===== src/rtl/line_render_sched.sv =====
// ============================================================================
// Module   : line_render_sched
// Purpose  : Per-line render scheduler. On each next_line pulse it flips the
//            line-buffer bank, latches the field and the stage enables, and
//            sequences the enabled stages L0 -> L1 -> SPR. Each stage gets a
//            one-cycle start pulse. The scheduler advances on that stage's
//            done pulse. A new line arriving while a stage is still running
//            aborts the renderer and raises an overrun pulse.
// Ports    : clk, rst (sync, active-high)
//            next_line, next_frame, current_field  - video timing inputs
//            layer0_en, layer1_en, sprites_en      - per-line stage enables
//            start_l0/_l1/_spr, done_l0/_l1/_spr   - stage handshake
//            abort, overrun                        - overrun reporting pulses
//            lb_sel, line_idx, render_field, busy  - line status
//            overrun_cnt                           - saturating overrun count
// Macro    : LINE_SCHED_OVERRUN_CNT_EN - enables the overrun counter.
//            When it is undefined, overrun_cnt is tied to 0.
// Revision : 1.0 - initial release
// ============================================================================
`default_nettype none

module line_render_sched #(
  parameter int LINE_W = 9,
  parameter int OVR_W  = 8
) (
  input  logic              clk,
  input  logic              rst,
  input  logic              next_line,
  input  logic              next_frame,
  input  logic              current_field,
  input  logic              layer0_en,
  input  logic              layer1_en,
  input  logic              sprites_en,
  output logic              start_l0,
  output logic              start_l1,
  output logic              start_spr,
  input  logic              done_l0,
  input  logic              done_l1,
  input  logic              done_spr,
  output logic              abort,
  output logic              lb_sel,
  output logic [LINE_W-1:0] line_idx,
  output logic              render_field,
  output logic              busy,
  output logic              overrun,
  output logic [OVR_W-1:0]  overrun_cnt
);

  typedef enum logic [2:0] {
    S_IDLE = 3'd0,
    S_L0   = 3'd1,
    S_L1   = 3'd2,
    S_SPR  = 3'd3,
    S_DONE = 3'd4
  } state_t;

  state_t            state_q, state_d, after_q, first_d;
  logic [2:0]        en_q, en_d;          // {spr, l1, l0}, frozen for the line
  logic              start_l0_q, start_l1_q, start_spr_q;
  logic              abort_q, overrun_q, lb_sel_q, field_q, busy_q;
  logic [LINE_W-1:0] line_idx_q;
  logic              stage_act, done_acc, ovr_d, enter_d;

  // Next-state decode. A done pulse counts only in its own stage and only
  // after that stage's start cycle.
  always_comb begin
    stage_act = (state_q == S_L0) || (state_q == S_L1) || (state_q == S_SPR);
    done_acc  = (done_l0  && (state_q == S_L0)  && !start_l0_q) ||
                (done_l1  && (state_q == S_L1)  && !start_l1_q) ||
                (done_spr && (state_q == S_SPR) && !start_spr_q);

    // Stage that follows the current one under the latched enables.
    case (state_q)
      S_L0:    after_q = en_q[1] ? S_L1 : (en_q[2] ? S_SPR : S_DONE);
      S_L1:    after_q = en_q[2] ? S_SPR : S_DONE;
      S_SPR:   after_q = S_DONE;
      default: after_q = state_q;
    endcase

    en_d    = {sprites_en, layer1_en, layer0_en};
    first_d = en_d[0] ? S_L0 : (en_d[1] ? S_L1 : (en_d[2] ? S_SPR : S_DONE));

    // Completing the last enabled stage in the same cycle as next_line
    // counts as a finished line, not an overrun.
    ovr_d   = next_line && stage_act && !(done_acc && (after_q == S_DONE));
    enter_d = next_line || done_acc;

    if (next_line) begin
      state_d = first_d;
    end else if (done_acc) begin
      state_d = after_q;
    end else begin
      state_d = state_q;
    end
  end

  always_ff @(posedge clk) begin
    if (rst) begin
      state_q     <= S_IDLE;
      en_q        <= 3'b000;
      start_l0_q  <= 1'b0;
      start_l1_q  <= 1'b0;
      start_spr_q <= 1'b0;
      abort_q     <= 1'b0;
      overrun_q   <= 1'b0;
      lb_sel_q    <= 1'b0;
      field_q     <= 1'b0;
      busy_q      <= 1'b0;
      line_idx_q  <= '0;
    end else begin
      state_q     <= state_d;
      start_l0_q  <= enter_d && (state_d == S_L0);
      start_l1_q  <= enter_d && (state_d == S_L1);
      start_spr_q <= enter_d && (state_d == S_SPR);
      abort_q     <= ovr_d;
      overrun_q   <= ovr_d;
      busy_q      <= (state_d == S_L0) || (state_d == S_L1) || (state_d == S_SPR);
      if (next_line) begin
        en_q       <= en_d;
        lb_sel_q   <= ~lb_sel_q;
        field_q    <= current_field;
        line_idx_q <= next_frame ? '0 : line_idx_q + 1'b1;
      end
    end
  end

`ifdef LINE_SCHED_OVERRUN_CNT_EN
  logic [OVR_W-1:0] ovr_cnt_q;

  // The counter updates on the same edge that raises the overrun pulse. The
  // frame clear takes priority, so an overrun on the frame's first line
  // leaves the count at 1.
  always_ff @(posedge clk) begin
    if (rst) begin
      ovr_cnt_q <= '0;
    end else if (next_line && next_frame) begin
      ovr_cnt_q <= ovr_d ? {{(OVR_W-1){1'b0}}, 1'b1} : '0;
    end else if (ovr_d && (ovr_cnt_q != {OVR_W{1'b1}})) begin
      ovr_cnt_q <= ovr_cnt_q + 1'b1;
    end
  end

  assign overrun_cnt = ovr_cnt_q;
`else
  assign overrun_cnt = '0;
`endif

  assign start_l0     = start_l0_q;
  assign start_l1     = start_l1_q;
  assign start_spr    = start_spr_q;
  assign abort        = abort_q;
  assign overrun      = overrun_q;
  assign lb_sel       = lb_sel_q;
  assign line_idx     = line_idx_q;
  assign render_field = field_q;
  assign busy         = busy_q;

endmodule

`default_nettype wire


===== config.mk =====
export PLATFORM = sky130hd
export DESIGN_NAME = line_render_sched
export DESIGN_NICKNAME = d
export VERILOG_FILES = /design/src/rtl/line_render_sched.sv
export SDC_FILE = /design/constraint.sdc
export NUM_CORES = 1
export LEC_CHECK = 0
export ABC_CLOCK_PERIOD_IN_PS = 2800
export CAP_MARGIN = 10
export CORE_ASPECT_RATIO = 0.9
export CORE_MARGIN = 5
export CORE_UTILIZATION = 35
export DETAILED_ROUTE_END_ITERATION = 12
export HOLD_SLACK_MARGIN = 0.05
export PLACE_DENSITY = 0.73
export SETUP_SLACK_MARGIN = 0.1
export SYNTH_ARGS = -nofsm -noshare
export SYNTH_HDL_FRONTEND = slang
export SYNTH_SLANG_ARGS = --single-unit

===== constraint.sdc =====
create_clock -name clk -period 2.8 [get_ports clk]
set_clock_uncertainty 0.05 [all_clocks]
set_input_delay 0.56 -clock clk [delete_from_list [all_inputs] [get_ports clk]]
set_output_delay 0.56 -clock clk [all_outputs]
set_load 0.05 [all_outputs]

Yosys cells after proc, flatten, opt, wreduce, memory -nomap -nowiden
Cells that the tools add are included.
{ "totals": {"regBits": 22, "latch_bits": 0, "mem_bits_rw": 0, "romBits": 0, "wordCells": 51, "n_memories": 0} }
{ "classes": {"n_addsub": 1, "mul": 0, "n_div": 0, "order_cmp": 0, "eq_ne": 7, "n_shift": 0, "n_mux": 9, "bitwise": 1, "n_reduce_logical": 23} }
{ "ops": {"columns": ["operator", "count"], "rows": [
  ["3-bit two-way mux", 7],
  ["3-bit by 2-bit == test with 1-bit output, second input constant", 4],
  ["1-bit logical AND", 12],
  ["9-bit by 1-bit adder with 9-bit output, second input constant", 1],
  ["9-bit two-way mux", 1],
  ["3-bit one-hot mux with 3 select lines", 1],
  ["1-bit logical OR", 7],
  ["3-bit by 1-bit == test with 1-bit output, second input constant", 2],
  ["1-bit logical NOT", 4],
  ["3-bit == test, second input constant", 1],
  ["1-bit inverter", 1]
]} }

Logic depth before layout (Yosys ltp)
{ "logic_depth": {"ltp_word": 10, "ltp_mapped": 6, "depth_no_buf": 5} }

Worst setup path before layout
Ideal clock, no wire load.
{ "synth_path": {"kind": "register to register", "startpoint": "register start_l0_q (netlist: start_l0)", "endpoint": "register busy_q (netlist: busy)", "setup_ns": 0.086, "t_arrival_ns": 1.779, "required_ns": 2.664, "path_slack_ns": 0.885, "stages_incl_launch_ff": 6, "period_less_slack_ns": 1.915, "cell_sequence": "dfxtp_1 > and4bb_4 > a211oi_2 > nor3_1 > a221o_1 > a221oi_2"} }
{ "synth_via": {"elab_chain_len": 9, "elab_cells_between_ends": 11, "classes_between": "3 x eq/ne; 2 x mux; 6 x reduce/logical"} }
{ "synth_lines": {"columns": ["element", "line_no", "source"], "rows": [
  ["start: declaration", "59", "logic start_l0_q, start_l1_q, start_spr_q;"],
  ["start signal: assignment", "112", "start_l0_q <= enter_d && (state_d == S_L0);"],
  ["1-bit logical NOT *", "68", "done_acc = (done_l0 && (state_q == S_L0) && !start_l0_q) ||"],
  ["1-bit logical AND *", "68", null],
  ["1-bit logical OR *", "68", null],
  ["1-bit logical OR *", "69", "(done_l1 && (state_q == S_L1) && !start_l1_q) ||"],
  ["3-bit two-way mux *", "90", "end else if (done_acc) begin"],
  ["3-bit two-way mux *", "88", "if (next_line) begin"],
  ["3-bit by 1-bit == test with 1-bit output / 3-bit by 2-bit == test with 1-bit output (equally long branches)", "117", "busy_q <= (state_d == S_L0) || (state_d == S_L1) || (state_d == S_SPR);"],
  ["1-bit logical OR", "117", null],
  ["1-bit logical OR *", "117", null],
  ["end signal: assignment", "117", null],
  ["end: declaration", "60", "logic abort_q, overrun_q, lb_sel_q, field_q, busy_q;"]
]} }
Every way passes the cells marked *; elsewhere a longest branch is shown, timed or not.
A chain may end at the register's enable or synchronous reset.

Final worst setup path
{ "layout_path": {"startpoint": "register line_idx_q[3] (netlist: line_idx[3])", "endpoint": "output port line_idx[3]"} }
{ "layout_rtl": {"columns": ["element", "line_no", "source"], "rows": [
  ["start: declaration", "61", "logic [LINE_W-1:0] line_idx_q;"],
  ["start signal: assignment", "122", "line_idx_q <= next_frame ? '0 : line_idx_q + 1'b1;"],
  ["end: declaration", "42", "output logic [LINE_W-1:0] line_idx,"]
]} }
No word-level cell between the ends.

==> run_results.csv <==
group,metric,value,unit
clocking,cts_root_buf,"clkbuf_4",
timing,setup_viol,0,
detailed_routing,wl_met3,148,um
timing,min_period_over_period,78.1,%
critical_path,endpoint_kind,"output pin",
synthesis,ys_ff_latch,21,
power,power.leakage,0.510,nW
critical_path,max_stage_delay,0.84,ns
clocking,clk_pin_slew,0.12,ns
clocking,cts_resized,0,
timing,setup_ws,0.613,ns
placement,gp_congestion,0.786,
final_layout,drive_gt1_share,6.90,%
timing,fmax,457,MHz
detailed_routing,m1WireLength,1120,um
timing,min_period,2.19,ns
power,powerDensity,464,nW/um^2
floorplan,ios,36,
synthesis,synthCells,120,
critical_path,cp_slowest_cell,"clkdlybuf4s50_1",
detailed_routing,dr.pass1.iters,4,
floorplan,core,3000,sq um
critical_path,crit_chain,"clkdlybuf4s50_1",
detailed_routing,ant_nets,0,
synthesis,syn_avg_cell_area,8.96,sq um
clocking,postCtsHoldBufs,0,
clocking,cts_buffer_depth,2,
clocking,clock_latency,0.30,ns
synthesis,seq_area_frac_synth,39.1,%
worst_hold_path,hold_class,"reg2reg",
critical_path,crit_family,"buffers and inverters",
synthesis,syn_area,1070,sq um
global_routing,grt_max_degree,14,
placement,portBuffers,27,
critical_path,cp_max_fo,6,
detailed_routing,highest_layer,"met3",
final_layout,stdcell_area,1350,sq um
synthesis,synth_area_leaders,"dfxtp_1, buf_4, nor2_1, mux2i_1, a21oi_1",
final_layout,area_growth_syn_to_layout,25.5,%
timing,slew_headroom,65.3,%
detailed_routing,wl_per_cell,12.1,um
synthesis,synth_top_area_share,39.1,%
detailed_routing,drt-vias-per-instance,4.80,
run,cap_violations,0,
outcome,status,"finished, final reports clean",
floorplan,fp.dieH,62.6,um
detailed_routing,initialDrtViolationCount,50,
placement,dpl_cell_area,1320,sq um
power,irDropWorstVdd,190,uV
global_routing,antenna_found_initial,0,
synthesis,synth_warnings,0,
clocking,cts_tree,"done",
timing,finalSetupTns,0,ns
critical_path,path_buf_inv,1,
final_layout,num-nets-final,158,
timing,hold_viol_final,0,
final_layout,n_antenna_cell,0,
detailed_routing,wl_met2,1000,um
floorplan,start_util,35.9,%
detailed_routing,drc_errors,0,
floorplan,die_area,4280,sq um
critical_path,critPathArrivalTime,1.58,ns
timing,slew_violations,0,
detailed_routing,routed_wl,2270,um
clocking,post-cts-setup-buffers,0,
critical_path,critical_path_class,"reg2out",
critical_path,start_kind,"flip-flop",
critical_path,critPathRequiredTime,2.19,ns
final_layout,fill_cells,314,
critical_path,ff2ff_setup_slack,0.78,ns
global_routing,grt_usage,11.4,%
global_routing,grt_pass1_wl,3840,um
placement,dp_hpwl,1770,um
global_routing,overflow,0,
floorplan,fp.dieW,68.4,um
placement,place_ws,0.446,ns
floorplan,rows,19,
timing,worst_pin_slew,0.518,ns
detailed_routing,via_count,898,
clocking,cts_sinks,21,
timing,rsz0062_at_grt,"false",
clocking,cts_buffers,3,
global_routing,grt_pass1_vias,870,
clocking,h-tree-depth,1,
synthesis,yosys.area.top_type,"dfxtp_1",
synthesis,synth_cell_types,39,
## stage by stage
stage / hold slack, ns / utilization (%) / power, mW / instances
after floorplan: 0.437 / - / 0.457 / 127
after global routing: 0.482 / 45.0 / 0.659 / 187
after detailed placement: 0.440 / 44.1 / 0.487 / 183
final: 0.452 / 45.0 / 0.626 / 187
after global placement: 0.418 / 44.1 / 0.485 / 183
after CTS: 0.460 / 45.0 / 0.630 / 187
## report_power, final
part / total, mW / internal (mW) / switching, mW
Clock: 0.145 / 0.0532 / 0.0921
Sequential: 0.328 / 0.312 / 0.0161
Combinational: 0.153 / 0.0572 / 0.0953
Total: 0.626 / 0.422 / 0.203
## state kept, by name, summed over array words and instances (netlist names)
register / cells
line_idx: 9
render_field: 1
en_q: 2
start_l1: 1
start_l0: 1
busy: 1
overrun: 1
start_spr: 1
lb_sel: 1
state_q: 3
## Yosys cell counts, drive strengths merged
cell type / number
nand2b: 1
nand4: 3
or3: 5
nand3b: 1
and2: 1
dfxtp: 21
nor2b: 1
clkbuf: 1
and2b: 2
nor3: 3
mux2i: 4
nor2: 14
nand2: 8
inv: 3
a31oi: 1
a311oi: 1
o21bai: 2
conb: 1
ha: 1
o21ai: 6
nor4bb: 1
a221o: 1
xnor2: 1
xor2: 4
o31ai: 1
o2111a: 1
a21oi: 7
and3: 2
a211oi: 1
dlygate4sd1: 1
a221oi: 1
nor3b: 4
buf: 12
and4b: 1
a22oi: 1
and4bb: 1
## worst paths after layout
kind / startpoint / to / cells after the start
max: line_idx[3] / line_idx[3] / 1
min: line_idx[8] / line_idx[8] / 2
max reg2reg: state_q[1] / busy / 5
min reg2reg: line_idx[8] / line_idx[8] / 2
## cells by family after synthesis
family	Yosys count	synth area share, %
and+or+nand+nor	48	25.1
DFF	21	39.1
muxes	4	3.73
xor gates and xnor gates	5	4.07
buffers and inverters	17	11.3
AOI/OAI and AO/OA	23	15.1
other	1	0.349
adders and majority gates	1	1.16
## area by class of cell
cell class	instances	area, sq um	area share, %
multi-input combinational	89	559	41.5
timing repair buffer	28	278	20.6
sequential	21	420	31.2
inverter	3	11.3	0.835
tap	42	52.6	3.90
clock buffer	3	22.5	1.67
clock inverter	1	5.00	0.371
## routing by layer
layer	GRT usage [%]	vias up
met1	16.0	413
li1	-	457
met3	3.24	0
met2	16.9	28
met5	0	-
met4	3.23	0
## cell usage in the layout (no fill, tap or decap), types with 2 or more instances in the layout
master	instances
o21bai_1	2
a21oi_1	7
or3_1	5
nand2_1	8
xor2_1	4
and3_1	2
clkbuf_4	3
nand4_1	3
nor2_1	14
nor3_1	3
nor3b_1	4
mux2i_1	4
clkdlybuf4s50_1	27
inv_1	3
conb_1	8
dfxtp_1	21
o21ai_0	5
Power figures use the tool's default switching activity.
